### config.mk
export PLATFORM = sky130hd
export DESIGN_NAME = throttle_conditioner
export DESIGN_NICKNAME = d
export VERILOG_FILES = /design/src/rtl/throttle_conditioner.sv
export SDC_FILE = /design/constraint.sdc
export NUM_CORES = 1
export LEC_CHECK = 0
export BUFFER_PORTS_ARGS = -buffer_cell sky130_fd_sc_hd__buf_2
export CAP_MARGIN = 5
export CORE_ASPECT_RATIO = 0.6
export CORE_UTILIZATION = 35
export CTS_CLUSTER_DIAMETER = 50
export DETAILED_ROUTE_END_ITERATION = 16
export PLACE_DENSITY = 0.52
export SYNTH_ARGS = -nofsm -noshare
export SYNTH_HDL_FRONTEND = slang
export SYNTH_SLANG_ARGS = --single-unit
### constraint.sdc
create_clock -name c50m -period 10.2 [get_ports c50m]
set_input_delay 0.51 -clock c50m [delete_from_list [all_inputs] [get_ports c50m]]
set_output_delay 0.51 -clock c50m [all_outputs]
set_load 0.01 [all_outputs]
### src/rtl/throttle_conditioner.sv
// Throttle conditioner: 12-bit ADC throttle code -> 10-bit motor demand with averaging,
// deadband/scaling, upward slew limit, brake override and open/short wire fault detection.
// Define THROTTLE_STATS_EN to add the avg_raw and fault_events observation ports.
module throttle_conditioner #(
    parameter int CLK_HZ      = 50000000,
    parameter int SAMPLE_HZ   = 1000,
    parameter int AVG_LOG2    = 3,
    parameter int DEADBAND    = 200,
    parameter int FULL_SCALE  = 3800,
    parameter int SLEW_STEP   = 4,
    parameter int FAULT_LOW   = 40,
    parameter int FAULT_HIGH  = 4050,
    parameter int FAULT_TICKS = 16
) (
    input  logic        c50m,
    input  logic        reset,
    input  logic [11:0] adc_sample,
    input  logic        brakes,
    output logic [9:0]  throttle_out,
    output logic        throttle_valid,
    output logic        throttle_fault
`ifdef THROTTLE_STATS_EN
    ,
    output logic [11:0] avg_raw,
    output logic [7:0]  fault_events
`endif
);
    localparam int DIV        = CLK_HZ / SAMPLE_HZ;
    localparam int CW         = $clog2(DIV);
    localparam int DEPTH      = 1 << AVG_LOG2;
    localparam int SW         = 12 + AVG_LOG2;
    localparam int FW         = AVG_LOG2 + 1;
    localparam int BW         = $clog2(FAULT_TICKS + 1);
    localparam int GAIN       = (1023 * 4096) / (FULL_SCALE - DEADBAND);
    localparam int EXIT_TICKS = 8;

    localparam logic [CW-1:0] CNT_LAST  = CW'(DIV - 1);
    localparam logic [FW-1:0] FILL_FULL = FW'(DEPTH);
    localparam logic [BW-1:0] BAD_LIMIT = BW'(FAULT_TICKS);
    localparam logic [11:0]   DB_C      = 12'(DEADBAND);
    localparam logic [11:0]   FS_C      = 12'(FULL_SCALE);
    localparam logic [11:0]   FL_C      = 12'(FAULT_LOW);
    localparam logic [11:0]   FH_C      = 12'(FAULT_HIGH);
    localparam logic [9:0]    STEP_C    = 10'(SLEW_STEP);
    localparam logic [3:0]    EXIT_C    = 4'(EXIT_TICKS);

    typedef enum logic [1:0] {
        ST_FILL  = 2'd0,
        ST_RUN   = 2'd1,
        ST_BRAKE = 2'd2,
        ST_FAULT = 2'd3
    } state_t;

    logic [CW-1:0]       cnt_q, cnt_d;
    logic                tick_s;
    logic                brk_meta_q, brk_s_q;
    logic [11:0]         ring_q [DEPTH];
    logic [SW-1:0]       sum_q, sum_d;
    logic [AVG_LOG2-1:0] wr_ptr_q, wr_ptr_d;
    logic [FW-1:0]       fill_q, fill_d;
    logic                s1v_q;
    logic [11:0]         avg_s;
    logic [31:0]         scaled_s;
    logic [9:0]          target_s;
    logic                oor_s;
    logic [BW-1:0]       bad_q, bad_d;
    logic                fault_hit_s;
    state_t              state_q, state_d;
    logic [9:0]          out_q, out_d;
    logic                valid_q;
    logic                fault_q;
    logic [3:0]          ok_q, ok_d;

    // Sample-rate divider: tick marks the last cycle of each sample period
    always_comb begin
        tick_s = (cnt_q == CNT_LAST);
        if (tick_s) begin
            cnt_d = '0;
        end else begin
            cnt_d = cnt_q + CW'(1);
        end
    end

    // Two-flop synchronizer for the asynchronous brake lever
    always_ff @(posedge c50m or posedge reset) begin
        if (reset) begin
            brk_meta_q <= 1'b0;
            brk_s_q    <= 1'b0;
        end else begin
            brk_meta_q <= brakes;
            brk_s_q    <= brk_meta_q;
        end
    end

    // Stage 1 next state: running sum stays exact by subtracting the evicted slot
    always_comb begin
        sum_d    = sum_q;
        wr_ptr_d = wr_ptr_q;
        fill_d   = fill_q;
        if (tick_s) begin
            sum_d    = sum_q + SW'(adc_sample) - SW'(ring_q[wr_ptr_q]);
            wr_ptr_d = wr_ptr_q + AVG_LOG2'(1);
            if (fill_q != FILL_FULL) begin
                fill_d = fill_q + FW'(1);
            end else begin
                fill_d = fill_q;
            end
        end else begin
            sum_d    = sum_q;
            wr_ptr_d = wr_ptr_q;
            fill_d   = fill_q;
        end
    end

    // Stage 1 registers: divider, ring buffer, sum, pointer and fill count
    always_ff @(posedge c50m or posedge reset) begin
        if (reset) begin
            cnt_q    <= '0;
            sum_q    <= '0;
            wr_ptr_q <= '0;
            fill_q   <= '0;
            s1v_q    <= 1'b0;
            for (int i = 0; i < DEPTH; i++) begin
                ring_q[i] <= 12'd0;
            end
        end else begin
            cnt_q    <= cnt_d;
            sum_q    <= sum_d;
            wr_ptr_q <= wr_ptr_d;
            fill_q   <= fill_d;
            s1v_q    <= tick_s;
            if (tick_s) begin
                ring_q[wr_ptr_q] <= adc_sample;
            end
        end
    end

    // Stage 2: average, deadband/scale to target, and out-of-range run length
    always_comb begin
        avg_s    = sum_q[SW-1:AVG_LOG2];
        scaled_s = ((32'(avg_s) - 32'(DB_C)) * 32'(GAIN)) >> 12;
        if (avg_s <= DB_C) begin
            target_s = 10'd0;
        end else if (avg_s >= FS_C) begin
            target_s = 10'd1023;
        end else if (scaled_s > 32'd1023) begin
            target_s = 10'd1023;
        end else begin
            target_s = scaled_s[9:0];
        end
        oor_s = (avg_s < FL_C) || (avg_s > FH_C);
        if (!s1v_q) begin
            bad_d = bad_q;
        end else if (!oor_s) begin
            bad_d = '0;
        end else if (bad_q == BAD_LIMIT) begin
            bad_d = bad_q;
        end else begin
            bad_d = bad_q + BW'(1);
        end
        fault_hit_s = s1v_q && (bad_d == BAD_LIMIT);
    end

    // Stage 3 state machine; fault outranks brake, brake outranks slew
    always_comb begin
        state_d = state_q;
        out_d   = out_q;
        ok_d    = ok_q;
        case (state_q)
            ST_FILL: begin
                out_d = 10'd0;
                if (brk_s_q) begin
                    state_d = ST_BRAKE;
                end else if (s1v_q && (fill_q == FILL_FULL)) begin
                    state_d = ST_RUN;
                end else begin
                    state_d = ST_FILL;
                end
            end
            ST_RUN, ST_BRAKE: begin
                if (fault_hit_s) begin
                    state_d = ST_FAULT;
                    out_d   = 10'd0;
                    ok_d    = 4'd0;
                end else if (brk_s_q) begin
                    state_d = ST_BRAKE;
                    out_d   = 10'd0;
                end else if (state_q == ST_BRAKE) begin
                    state_d = ST_RUN;
                    out_d   = 10'd0;
                end else if (s1v_q) begin
                    state_d = ST_RUN;
                    if ((target_s > out_q) && ((target_s - out_q) > STEP_C)) begin
                        out_d = out_q + STEP_C;
                    end else begin
                        out_d = target_s;
                    end
                end else begin
                    state_d = ST_RUN;
                    out_d   = out_q;
                end
            end
            ST_FAULT: begin
                out_d = 10'd0;
                if (!s1v_q) begin
                    ok_d = ok_q;
                end else if (oor_s || (target_s != 10'd0)) begin
                    ok_d = 4'd0;
                end else if ((ok_q + 4'd1) == EXIT_C) begin
                    ok_d    = 4'd0;
                    state_d = ST_RUN;
                end else begin
                    ok_d = ok_q + 4'd1;
                end
            end
            default: begin
                state_d = ST_FILL;
                out_d   = 10'd0;
                ok_d    = 4'd0;
            end
        endcase
    end

    // Stage 2/3 registers and registered outputs
    always_ff @(posedge c50m or posedge reset) begin
        if (reset) begin
            state_q <= ST_FILL;
            out_q   <= 10'd0;
            valid_q <= 1'b0;
            fault_q <= 1'b0;
            ok_q    <= 4'd0;
            bad_q   <= '0;
        end else begin
            state_q <= state_d;
            out_q   <= out_d;
            valid_q <= s1v_q;
            fault_q <= (state_d == ST_FAULT);
            ok_q    <= ok_d;
            bad_q   <= bad_d;
        end
    end

    assign throttle_out   = out_q;
    assign throttle_valid = valid_q;
    assign throttle_fault = fault_q;

`ifdef THROTTLE_STATS_EN
    logic [11:0] avg_raw_q, avg_raw_d;
    logic [7:0]  fev_q, fev_d;

    // Observation counters: last stage-2 average and saturating fault-entry count
    always_comb begin
        if (s1v_q) begin
            avg_raw_d = avg_s;
        end else begin
            avg_raw_d = avg_raw_q;
        end
        if ((state_d == ST_FAULT) && (state_q != ST_FAULT) && (fev_q != 8'd255)) begin
            fev_d = fev_q + 8'd1;
        end else begin
            fev_d = fev_q;
        end
    end

    // Observation registers
    always_ff @(posedge c50m or posedge reset) begin
        if (reset) begin
            avg_raw_q <= 12'd0;
            fev_q     <= 8'd0;
        end else begin
            avg_raw_q <= avg_raw_d;
            fev_q     <= fev_d;
        end
    end

    assign avg_raw      = avg_raw_q;
    assign fault_events = fev_q;
`endif

endmodule
Word-level counts from Yosys, hierarchy flattened. Cells that the tools add are included.

Add/sub/neg operators: 10. Multiply operators: 1. $lt $le $gt $ge: 9. Eq/ne operators: 13. Muxes and demuxes: 32. Bitwise gates (word level): 1. Reduce and logical (&&, ||, !) cells: 13.

Operators by type and width (number): $bwmux W96 (1); $mux W10 (8); $bmux W12 S3 (1); $demux W12 S3 (1); $mux W12 (3); $mul A13 B12 Y25 const B (1); $gt A20 B10 Y1 const B (1); $pmux W10 S2 (1); $add A16 B1 Y16 const B (1); $eq A16 B16 Y1 const B (1); $mux W16 (1); $mux W4 (4); $add A15 B12 Y15 (1); $mux W5 (3); $sub A15 B12 Y15 (1); $sub A12 B8 Y13 const B (1); $ge A12 B12 Y1 const B (1); $gt A12 B12 Y1 const B (1); $le A12 B8 Y1 const B (1); $lt A12 B6 Y1 const B (1); $mux W2 (6); $add A10 B3 Y10 const B (1); $eq A5 B5 Y1 const B (2); $gt A10 B10 Y1 (1); 25 further kinds (35).

Register bits after elaboration: 160. Output and inout bits: 12.

Longest topological paths before layout. Gate-level depths: netlist (run 1).

Depth after elaboration: 15. Mapped depth: 37.

Worst setup path after synthesis (run 1). Ideal clock, no wire load.

Path kind: register to register. Start: register sum_q[6]. End: register out_q[0] (netlist: throttle_out[0]). Arrival time: 8212 ps. Required time: 10128 ps. Setup slack: 1915 ps. Cell stages (with the launch flop): 34. Buffers on the path: 2. Clock period less this slack: 8285 ps. Cell sequence: dfrtp_1 > inv_1 > ha_1 > nor2b_1 > o21ai_0 > xnor2_1 > inv_1 > ha_1 > ha_1 > fa_1 > inv_1 > fa_1 > inv_1 > ha_1 > or3_1 > o31ai_1 > o211ai_1 > a31o_2 > nor3b_1 > a2bb2oi_1 > buf_2 > o21a_1 > ha_1 > nor2b_1 > o21ai_0 > a21oi_1 > or4_1 > o311a_1 > mux2_2 > o41ai_2 > and2_1 > clkbuf_1 > mux2_2 > nor2_1.

Longest elaborated chain between the ends: 15.

RTL lines: from (decl) (line 58) `logic [SW-1:0] sum_q, sum_d;`; from (signal assigned) (line 128) `sum_q <= sum_d;`; $sub A12 B8 Y13 (line 141) `scaled_s = ((32'(avg_s) - 32'(DB_C)) * 32'(GAIN)) >> 12;`; $mul A13 B12 Y25 (line 141); $gt A20 B10 Y1 (line 146) `end else if (scaled_s > 32'd1023) begin`; $mux W10 (line 146); $mux W10 (line 144) `end else if (avg_s >= FS_C) begin`; $mux W10 (line 142) `if (avg_s <= DB_C) begin`; $sub A10 B10 Y10 (line 193) `if ((target_s > out_q) && ((target_s - out_q) > STEP_C)) begin`; $gt A10 B3 Y1 (line 193); $logic_and A1 B1 Y1 (line 193); $mux W10 (line 193); $mux W10 (line 191) `end else if (s1v_q) begin`; $mux W10 (line 188) `end else if (state_q == ST_BRAKE) begin`; $mux W10 (line 185) `end else if (brk_s_q) begin`; $mux W10 (line 181) `if (fault_hit_s) begin`; $pmux W10 S2 (line 169) `case (state_q)`; to (signal assigned) (line 235) `out_q <= out_d;`; to (decl) (line 69) `logic [9:0] out_q, out_d;`.

Parallel ways exist; a longest one is shown, timed or not. The select of a mux whose other input is x is not followed. A chain may end at the register's enable or synchronous reset.

Final worst setup path (run 1). Same ends and word-level chain as after synthesis.

==> results of run 1 <==
-- registers in the layout, summed over array words and instances, names as in the netlist --
signal,flops
brk_s_q,1
fill_q,4
wr_ptr_q,3
state_q,2
ok_q,4
brk_meta_q,1
sum_q,15
ring_q,96
throttle_fault,1
s1v_q,1
bad_q,5
throttle_out,10
cnt_q,16
throttle_valid,1
-- power breakdown --
part	internal, mW	leakage (nW)	switching [mW]
Clock	0.353	0.283	0.280
Combinational	0.0326	4.04	0.0679
Sequential	0.641	1.90	0.00453
Total	1.03	6.21	0.353
-- placed cells by master (no fill, tap or decap), types with 10 or more instances in the layout --
cell type	n
o21a_1	17
buf_2	26
nor3_1	15
a21o_1	10
fa_1	38
dfrtp_1	160
buf_4	11
nor2_1	52
a21oi_1	41
mux2_2	69
mux4_2	24
xor2_1	21
ha_1	121
nand2b_1	10
nand3_1	30
clkbuf_16	17
nand2_1	103
o31ai_1	10
xnor2_1	44
and3_1	12
inv_1	147
o21ai_0	87
-- cell usage after synthesis (all sizes together) (6+ instances only) --
cell | number | area share
dfrtp | 160 | 0.34
inv | 149 | 0.047
ha | 121 | 0.13
nand2 | 103 | 0.033
o21ai | 88 | 0.038
mux2 | 69 | 0.066
nor2 | 53 | 0.017
xnor2 | 44 | 0.033
a21oi | 41 | 0.017
fa | 38 | 0.065
clkbuf | 33 | 0.011
nand3 | 30 | 0.013
mux4 | 24 | 0.046
xor2 | 21 | 0.016
o21a | 17 | 0.011
nor3 | 16 | 0.0068
and3 | 12 | 0.0064
a21o | 10 | 0.0064
nand2b | 10 | 0.0053
o31ai | 10 | 0.0064
buf | 9 | 0.0038
nor2b | 9 | 0.0048
mux2i | 8 | 0.0068
a221oi | 7 | 0.0052
nand4 | 7 | 0.0042
nand3b | 6 | 0.0038
or3 | 6 | 0.0036
-- metal layers --
metal,GRT usage,share of wire,vias to the layer above
met5,0,0,-
met4,0.03677,0.0070,0
met3,0.03321,0.044,15
met2,0.2281,0.37,162
met1,0.2821,0.57,4055
li1,-,-,4131
-- logic make-up (layout without fill, tap and decap cells) --
family,count (synthesis),count (layout),synth area share
xor gates and xnor gates,65,65,0.04833
adders and majority gates,159,159,0.1931
DFF,160,160,0.3399
and+or+nand+nor,280,280,0.1156
AOI/OAI and AO/OA,224,224,0.1219
muxes,101,101,0.1187
buffers and inverters,193,220,0.06246
-- per-stage QoR --
| step | setup slack, ps | cell area (µm²) | total power [mW] | hold WS, ps | cells |
|---|---|---|---|---|---|
| finish | 883.3 | 13010 | 1.379 | 173.4 | 1659 |
| CTS | 678.4 | 13000 | 1.400 | 152.6 | 1659 |
| global route | 221.3 | 13010 | 1.439 | 157.2 | 1659 |
| global placement | 1000 | 12430 | 0.7557 | 344.4 | 1627 |
| floorplan | 1915 | 11780 | 0.7286 | 331.2 | 1182 |
| detailed placement | 720.8 | 12430 | 0.7573 | 345.1 | 1627 |
-- layout make-up --
class	count	area, µm²	area share
well taps	450	563.0	0.04328
clock buffers	19	452.9	0.03481
multi-input cells	829	7082	0.5443
clock inverters	13	123.9	0.009521
inverters	151	571.8	0.04395
repair buffers	37	212.7	0.01635
flip-flops and latches	160	4004	0.3078
-- how the worst max path moves through the flow --
stage	start	to	slack, ps	cells past startpoint
floorplan	sum_q[6]	throttle_out[0]	1920	33
global placement	sum_q[6]	throttle_out[0]	1000	32
detailed placement	sum_q[6]	throttle_out[0]	720	32
CTS	sum_q[6]	throttle_out[0]	680	32
global route	sum_q[6]	throttle_out[0]	220	32
finish	sum_q[6]	throttle_out[0]	880	32
-- critical path: cells and delay by family, from the launching register on --
family,cells,cell delay (ps)
AO/OA/AOI/OAI,11,2640
adder cells (fa/ha/maj),6,2180
AND/OR/NAND/NOR,7,1930
buffers and inverters,4,730
multiplexers,2,650
XOR/XNOR,2,620
flip-flops,1,480
==> out/metrics.csv, run 1 <==
stage,metric,value,unit
outcome,status,completed,
place,Final GP Congestion,0.8661,
worst_setup_path,slowest CP cell,nor3_1,
min_path,Worst Hold End,brk_meta_q,
clock_network,Clock Pin Slew Worst Setup and Hold Paths,70,ps
worst_setup_path,critical path class,reg2reg,
synthesis,Post-synth top flop,dfrtp_1,
worst_setup_path,WP data required,10560,ps
detailed_routing,Remaining DRCs,0,
worst_setup_path,Worst Setup End Kind,flip-flop,
synthesis,Synth Cell Area,11780,µm²
floorplan,num rows,51,
timing,Rel. slew slack,0.2875,
power,peak supply drop,0.1112,mV
clock_network,Num CTS Buffers,17,
worst_setup_path,peak fanout along the critical path,17,
global_route,Tot GR Track Use,0.1733,
timing,Tcrit/Tclk final,0.9134,
job,max_cap viols,0,
clock_network,post-cts hold buffer count,0,
worst_setup_path,reg2reg end,throttle_out[0],
timing,minimum clock period,9317,ps
floorplan,I/O pin count,27,
final_layout,Final Util,0.3967,
final_layout,Nets,1370,
worst_setup_path,reg2reg path depth,32,
timing,final count of pins violating max slew,0,
global_route,largest net degree at the start of global routing,84,
worst_setup_path,most frequent CP cell,ha_1,
worst_setup_path,worst reg2reg startpoint,sum_q[6],
timing,final setup fails,0,
detailed_routing,antenna violation net count after detailed routing,0,
floorplan,full die area,34420,µm²
worst_setup_path,Crit path largest cell delay,630,ps
detailed_routing,vias per cell,5.041,
clock_network,CTS tree,done,
min_path,worst hold path startpoint,brakes,
global_route,number of global-route vias before repair,8174,
detailed_routing,average wire per cell in the routed design,16.78,µm
synthesis,"EDFF count, synth",0,
synthesis,Syn Nets,1356,
floorplan,chip height,144.1,µm
final_layout,Area Growth Syn to Fin,10.45,%
floorplan,Die W,238.8,µm
final_layout,fill count,3258,
synthesis,register area share after synthesis,0.3399,
detailed_routing,initial DRC count,550,
clock_network,clock buffer depth,2,
global_route,first-pass GRT wire length,46090,µm
worst_setup_path,CP Launch Type,flip-flop,
synthesis,Seq cells post-synth,160,
min_path,Hold Path Class,in2reg,
min_path,Hold Crit Depth,1,
timing,Tightest Pin Transition,1068,ps
floorplan,core area,32800,µm²
synthesis,Ys Warns,0,
synthesis,ys async rst share,1.000,
power,LEAKAGE,6.215,nW
detailed_routing,router iterations before antenna repair,5,
synthesis,syn_area_per_cell,9.965,µm²
worst_setup_path,FF-to-FF setup slack,880,ps
synthesis,Mapped Cells,1182,
clock_network,H-Tree Depth,4,
power,pwr dens,106.0,nW/µm²
clock_network,clock latency on the worst-skew pair,440,ps
global_route,initial antenna violation count,0,
timing,Fmax,107.3,MHz
timing,setup TNS,0,ps
timing,RSZ-0062 raised after global routing,no,
synthesis,Cell variety after synth,70,
timing,Max Clock Skew,12.02,ps
floorplan,Initial Util,0.3591,
timing,final hold violations,0,
clock_network,root buffer cell,clkbuf_16,
clock_network,clock sinks,160,
clock_network,post-cts resize count,0,
detailed_routing,vias,8363,
global_route,grt ovf,0,
detailed_routing,detailed-route wire length,27840,µm
final_layout,Antenna Cells,0,
clock_network,Post CTS Setup Buffer Count,0,
place,# port buffers,26,
place,DP HPWL,20730,µm
worst_setup_path,CP arrival,9680,ps
final_layout,layout cells sized above 1,0.1530,
(Power assumes the default switching activity.)
==> run 2, diff against run 1 <==
--- a/config.mk
+++ b/config.mk
@@ -13,3 +13,3 @@
 export DETAILED_ROUTE_END_ITERATION = 16
-export PLACE_DENSITY = 0.52
+export PLACE_DENSITY = 0.46
 export SYNTH_ARGS = -nofsm -noshare
--- a/constraint.sdc
+++ b/constraint.sdc
@@ -3,2 +3,2 @@
 set_output_delay 0.51 -clock c50m [all_outputs]
-set_load 0.01 [all_outputs]
+set_load 0.05 [all_outputs]
==> out/metrics.csv, run 2 (synthesis results as in run 1) <==
stage,metric,value,unit,change
detailed_routing,router iterations before antenna repair,5,,unchanged
final_layout,Final Util,0.3969,,about the same
worst_setup_path,CP Launch Type,flip-flop,,
timing,Max Clock Skew,13.05,ps,+1.028 ps
job,max_cap viols,0,,unchanged
detailed_routing,average wire per cell in the routed design,17.28,µm,+2.9%
global_route,initial antenna violation count,0,,unchanged
clock_network,clock buffer depth,2,,unchanged
worst_setup_path,Worst Setup End Kind,flip-flop,,
clock_network,post-cts resize count,0,,unchanged
timing,Tcrit/Tclk final,0.9089,,-0.004460
final_layout,"most common cell after layout, fill and taps aside",dfrtp_1,,
clock_network,Post CTS Setup Buffer Count,0,,unchanged
min_path,Hold Crit Depth,1,,unchanged
power,LEAKAGE,6.229,nW,+0.23%
timing,final hold violations,0,,unchanged
clock_network,Num CTS Buffers,17,,unchanged
worst_setup_path,worst reg2reg startpoint,sum_q[6],,
final_layout,max FFs per register,96,,unchanged
final_layout,Area Growth Syn to Fin,10.52,%,about the same
timing,final setup fails,0,,unchanged
floorplan,full die area,34420,µm²,unchanged
floorplan,I/O pin count,27,,unchanged
min_path,Worst Hold End,brk_meta_q,,
floorplan,core area,32800,µm²,unchanged
clock_network,H-Tree Depth,4,,unchanged
clock_network,post-cts hold buffer count,0,,unchanged
worst_setup_path,reg2reg end,throttle_out[0],,
detailed_routing,antenna violation net count after detailed routing,0,,unchanged
timing,Tightest Pin Transition,1020,ps,-47.98 ps
place,DP HPWL,21520,µm,+3.8%
final_layout,layout cells sized above 1,0.1563,,+0.003231
final_layout,Antenna Cells,0,,unchanged
worst_setup_path,WP data required,10570,ps,about the same
final_layout,"commonest non-fill, non-tap cells in the layout","dfrtp_1 (160), inv_1 (147), ha_1 (121)",,
final_layout,fin area,13020,µm²,about the same
clock_network,clock latency on the worst-skew pair,450,ps,about the same
worst_setup_path,Crit path largest cell delay,530,ps,-100 ps
place,Placed Instances,1634,,+0.43%
place,# port buffers,26,,unchanged
min_path,worst hold path startpoint,brakes,,
floorplan,Initial Util,0.3591,,unchanged
floorplan,Die W,238.8,µm,unchanged
worst_setup_path,FF-to-FF setup slack,930,ps,+50 ps
timing,PnR worst setup slack,928.8,ps,+45.49 ps
clock_network,CTS tree,done,,
timing,minimum clock period,9271,ps,-45.49 ps
clock_network,root buffer cell,clkbuf_16,,
timing,Fmax,107.9,MHz,+0.49%
detailed_routing,vias per cell,5.009,,-0.63%
timing,Rel. slew slack,0.3183,,+0.03085
worst_setup_path,CP arrival,9640,ps,-40 ps
global_route,largest net degree at the start of global routing,99,,+18%
place,Final GP Congestion,0.8421,,-2.8%
place,Post-DP Area,12460,µm²,+0.25%
global_route,Tot GR Track Use,0.1797,,+0.006377
clock_network,clock sinks,160,,unchanged
power,peak supply drop,0.1252,mV,+13%
floorplan,chip height,144.1,µm,unchanged
final_layout,top flop regs,"ring_q x96, cnt_q x16, sum_q x15",,
worst_setup_path,peak fanout along the critical path,17,,unchanged
timing,final count of pins violating max slew,0,,unchanged
worst_setup_path,WP buf/inv,6,,+2
outcome,status,completed,,
worst_setup_path,slowest CP cell,fa_1,,
clock_network,Clock Pin Slew Worst Setup and Hold Paths,70,ps,about the same
final_layout,Nets,1377,,+0.51%
detailed_routing,detailed-route wire length,28780,µm,+3.4%
power,Pwr Total,1.363,mW,-1.2%
place,Placement Setup Slack,691.1,ps,-29.72 ps
timing,worst hold slack,163.5,ps,-9.878 ps
detailed_routing,Remaining DRCs,0,,unchanged
min_path,Hold Path Class,in2reg,,
global_route,number of global-route vias before repair,8153,,-0.26%
final_layout,Finished Layout Cells,1666,,+0.42%
worst_setup_path,critical path class,reg2reg,,
timing,RSZ-0062 raised after global routing,no,,
detailed_routing,initial DRC count,575,,+4.5%
floorplan,num rows,51,,unchanged
final_layout,Largest Register,ring_q,,
global_route,first-pass GRT wire length,47550,µm,+3.2%
worst_setup_path,reg2reg path depth,34,,+6.3%
power,pwr dens,104.7,nW/µm²,-1.2%
worst_setup_path,cell family with most CP delay,adder cells,,
timing,setup TNS,0,ps,unchanged
global_route,grt ovf,0,,unchanged
detailed_routing,vias,8345,,-0.22%
-- run 2: cell count changes in the layout (fill, tap and decap cells not counted), sizes merged --
cell / delta
clkinv: -1
clkbuf: -1
buf: +7
clkinvlp: +3
bufinv: -1
-- run 2: metal layers --
layer,wire (µm),global-route usage,share of wire
met2,10150,0.2186,0.35
met5,0,0,0
met4,202,0.03441,0.0070
met3,1114,0.03379,0.039
met1,17320,0.3082,0.60
-- run 2: how the worst max path moves through the flow --
stage                     startpoint               to  slack [ps]  cells after the start
after floorplan             sum_q[6]  throttle_out[0]        1920                     33
after global placement      sum_q[6]  throttle_out[0]         900                     32
after detailed placement    sum_q[6]  throttle_out[0]         690                     32
after CTS                   sum_q[6]  throttle_out[0]         670                     32
after global routing        sum_q[6]  throttle_out[0]          20                     34
final                       sum_q[6]  throttle_out[0]         930                     34
-- run 2: power breakdown --
part / internal (mW) / switching [mW] / leakage [nW]
Combinational: 0.0326 / 0.0734 / 4.08
Clock: 0.318 / 0.294 / 0.254
Sequential: 0.641 / 0.00478 / 1.90
Total: 0.991 / 0.372 / 6.23
-- run 2: layout make-up --
class | count | area [µm²]
Fill cell | 3248 | 19780
Multi-Input combinational cell | 829 | 7061
Sequential cell | 160 | 4004
Inverter | 151 | 571.8
Tap cell | 450 | 563.0
Clock buffer | 18 | 429.2
Timing Repair Buffer | 44 | 265.3
Clock inverter | 14 | 123.9
==> run 3, diff against run 2 <==
Settings changed: CORE_UTILIZATION 35 to 25, PLACE_DENSITY 0.46 to 0.35.
Clock period 10.2 ns to 11.1 ns, I/O delays scaled along.
==> out/metrics.csv, run 3 (synthesis results as in run 1) <==
stage,metric,value,unit,change
outcome,status,finished with violations,,
outcome,failing checks,DRC,,
clock_network,Post CTS Setup Buffer Count,0,,unchanged
clock_network,post-cts hold buffer count,0,,unchanged
global_route,grt ovf,0,,unchanged
global_route,first-pass GRT wire length,51450,µm,+8.2%
global_route,largest net degree at the start of global routing,96,,-3.0%
detailed_routing,initial DRC count,540,,-6.1%
final_layout,max FFs per register,96,,unchanged
place,Placement Setup Slack,1715,ps,+1024 ps
place,Final GP Congestion,0.7857,,-6.7%
final_layout,Largest Register,ring_q,,
timing,Max Clock Skew,12.71,ps,-0.3356 ps
worst_setup_path,reg2reg path depth,35,,+2.9%
worst_setup_path,Crit path largest cell delay,720,ps,+190 ps
timing,final setup fails,0,,unchanged
timing,Tightest Pin Transition,1203,ps,+183.1 ps
timing,Fmax,104.9,MHz,-2.7%
worst_setup_path,CP arrival,9900,ps,+260 ps
final_layout,Antenna Cells,0,,unchanged
timing,PnR worst setup slack,1567,ps,+638.0 ps
worst_setup_path,reg2reg end,throttle_out[0],,
clock_network,post-cts resize count,0,,unchanged
place,DP HPWL,23460,µm,+9.0%
floorplan,full die area,48020,µm²,+40%
min_path,worst hold path startpoint,brakes,,
detailed_routing,detailed-route wire length,31390,µm,+9.1%
clock_network,clock buffer depth,2,,unchanged
timing,final hold violations,0,,unchanged
worst_setup_path,WP data required,11470,ps,+900 ps
floorplan,Initial Util,0.2538,,-0.1053
timing,setup TNS,0,ps,unchanged
timing,Rel. slew slack,0.1959,,-0.1224
detailed_routing,average wire per cell in the routed design,17.05,µm,-1.3%
floorplan,I/O pin count,27,,unchanged
job,max_cap viols,0,,unchanged
final_layout,"most common cell after layout, fill and taps aside",dfrtp_1,,
floorplan,num rows,61,,+20%
power,LEAKAGE,6.235,nW,about the same
worst_setup_path,critical path class,reg2reg,,
detailed_routing,antenna violation net count after detailed routing,0,,unchanged
floorplan,Die W,282.2,µm,+18%
detailed_routing,vias per cell,4.520,,-9.8%
floorplan,core area,46400,µm²,+41%
clock_network,Clock Pin Slew Worst Setup and Hold Paths,70,ps,about the same
final_layout,"commonest non-fill, non-tap cells in the layout","dfrtp_1 (160), inv_1 (147), ha_1 (121)",,
timing,Tcrit/Tclk final,0.8588,,-0.05009
worst_setup_path,worst reg2reg startpoint,sum_q[6],,
clock_network,root buffer cell,clkbuf_16,,
final_layout,Area Growth Syn to Fin,12.70,%,
global_route,Tot GR Track Use,0.1419,,-0.03784
worst_setup_path,peak fanout along the critical path,17,,unchanged
global_route,initial antenna violation count,0,,unchanged
clock_network,H-Tree Depth,4,,unchanged
final_layout,Final Util,0.2861,,-0.1108
worst_setup_path,FF-to-FF setup slack,1570,ps,+640 ps
clock_network,clock latency on the worst-skew pair,450,ps,about the same
detailed_routing,Remaining DRCs,2,,+2
min_path,Worst Hold End,brk_meta_q,,
clock_network,clock sinks,160,,unchanged
worst_setup_path,Worst Setup End Kind,flip-flop,,
global_route,number of global-route vias before repair,8434,,+3.4%
timing,RSZ-0062 raised after global routing,no,,
min_path,Hold Crit Depth,1,,unchanged
power,pwr dens,98.96,nW/µm²,-5.5%
worst_setup_path,CP Launch Type,flip-flop,,
timing,final count of pins violating max slew,0,,unchanged
final_layout,layout cells sized above 1,0.1519,,-0.004309
clock_network,CTS tree,done,,
power,peak supply drop,0.1054,mV,-16%
detailed_routing,vias,8321,,-0.29%
min_path,Hold Path Class,in2reg,,
timing,minimum clock period,9533,ps,+262.0 ps
worst_setup_path,slowest CP cell,nor3_1,,
place,# port buffers,26,,unchanged
final_layout,Nets,1373,,-0.29%
final_layout,top flop regs,"ring_q x96, cnt_q x16, sum_q x15",,
floorplan,chip height,170.1,µm,+18%
detailed_routing,router iterations before antenna repair,11,,+6
clock_network,Num CTS Buffers,17,,unchanged
[run 3: cell count changes in the layout (fill, tap and decap cells not counted), moves of 2 or more]
cell,previous run,this run
clkinv_2,0,2
bufinv_16,0,3
inv_6,7,2
nor3b_4,0,2
buf_4,18,14
clkinvlp_4,5,3
nor3b_2,2,0
[run 3: power by group]
part | switching [mW] | leakage [nW] | internal [mW]
Clock | 0.262 | 0.287 | 0.360
Combinational | 0.0692 | 4.05 | 0.0300
Sequential | 0.00357 | 1.90 | 0.589
Total | 0.335 | 6.23 | 0.979
[run 3: area by class of cell]
class,count,area (µm²)
Inverter,151,571.8
Tap cell,630,788.3
Sequential cell,160,4004
Clock buffer,19,442.9
Multi-Input combinational cell,829,7073
Fill cell,4932,33130
Clock inverter,12,160.2
Timing Repair Buffer,40,235.2
[run 3: per-layer routing]
metal	routed length (µm)	track usage	vias to the layer above
met5	0	0	-
met3	921	0.02869	10
li1	-	-	4121
met4	160	0.02256	0
met2	11070	0.1747	90
met1	19240	0.2416	4100
[run 3: per-stage QoR]
| stage | hold slack (ps) | instance area (µm²) | instances | total power, mW |
|---|---|---|---|---|
| 2_1_floorplan | 331.2 | 11780 | 1182 | 0.6749 |
| 3_3_place_gp | 337.5 | 12670 | 1810 | 0.7053 |
| 3_5_place_dp | 337.9 | 12670 | 1810 | 0.7029 |
| 4_1_cts | 184.2 | 13280 | 1841 | 1.335 |
| 5_1_grt | 177.9 | 13280 | 1841 | 1.376 |
| 6_report | 208.7 | 13280 | 1841 | 1.314 |
[run 3: how the worst max path moves through the flow]
stage	from	endpoint	slack (ps)
6_report	sum_q[6]	throttle_out[0]	1570
5_1_grt	sum_q[6]	throttle_out[0]	760
4_1_cts	sum_q[6]	throttle_out[0]	1660
3_5_place_dp	sum_q[6]	throttle_out[0]	1710
3_3_place_gp	sum_q[6]	throttle_out[0]	1970
2_1_floorplan	sum_q[6]	throttle_out[0]	2820
[run 3: worst max-delay path, delay by kind of cell, from the launching register on]
kind                     cells  cell delay [ps]
AO/OA/AOI/OAI               13             2870
adder cells (fa/ha/maj)      7             2560
AND/OR/NAND/NOR              6             1590
buffers and inverters        6              920
XOR/XNOR                     2              650
flip-flops                   1              460
multiplexers                 1              380
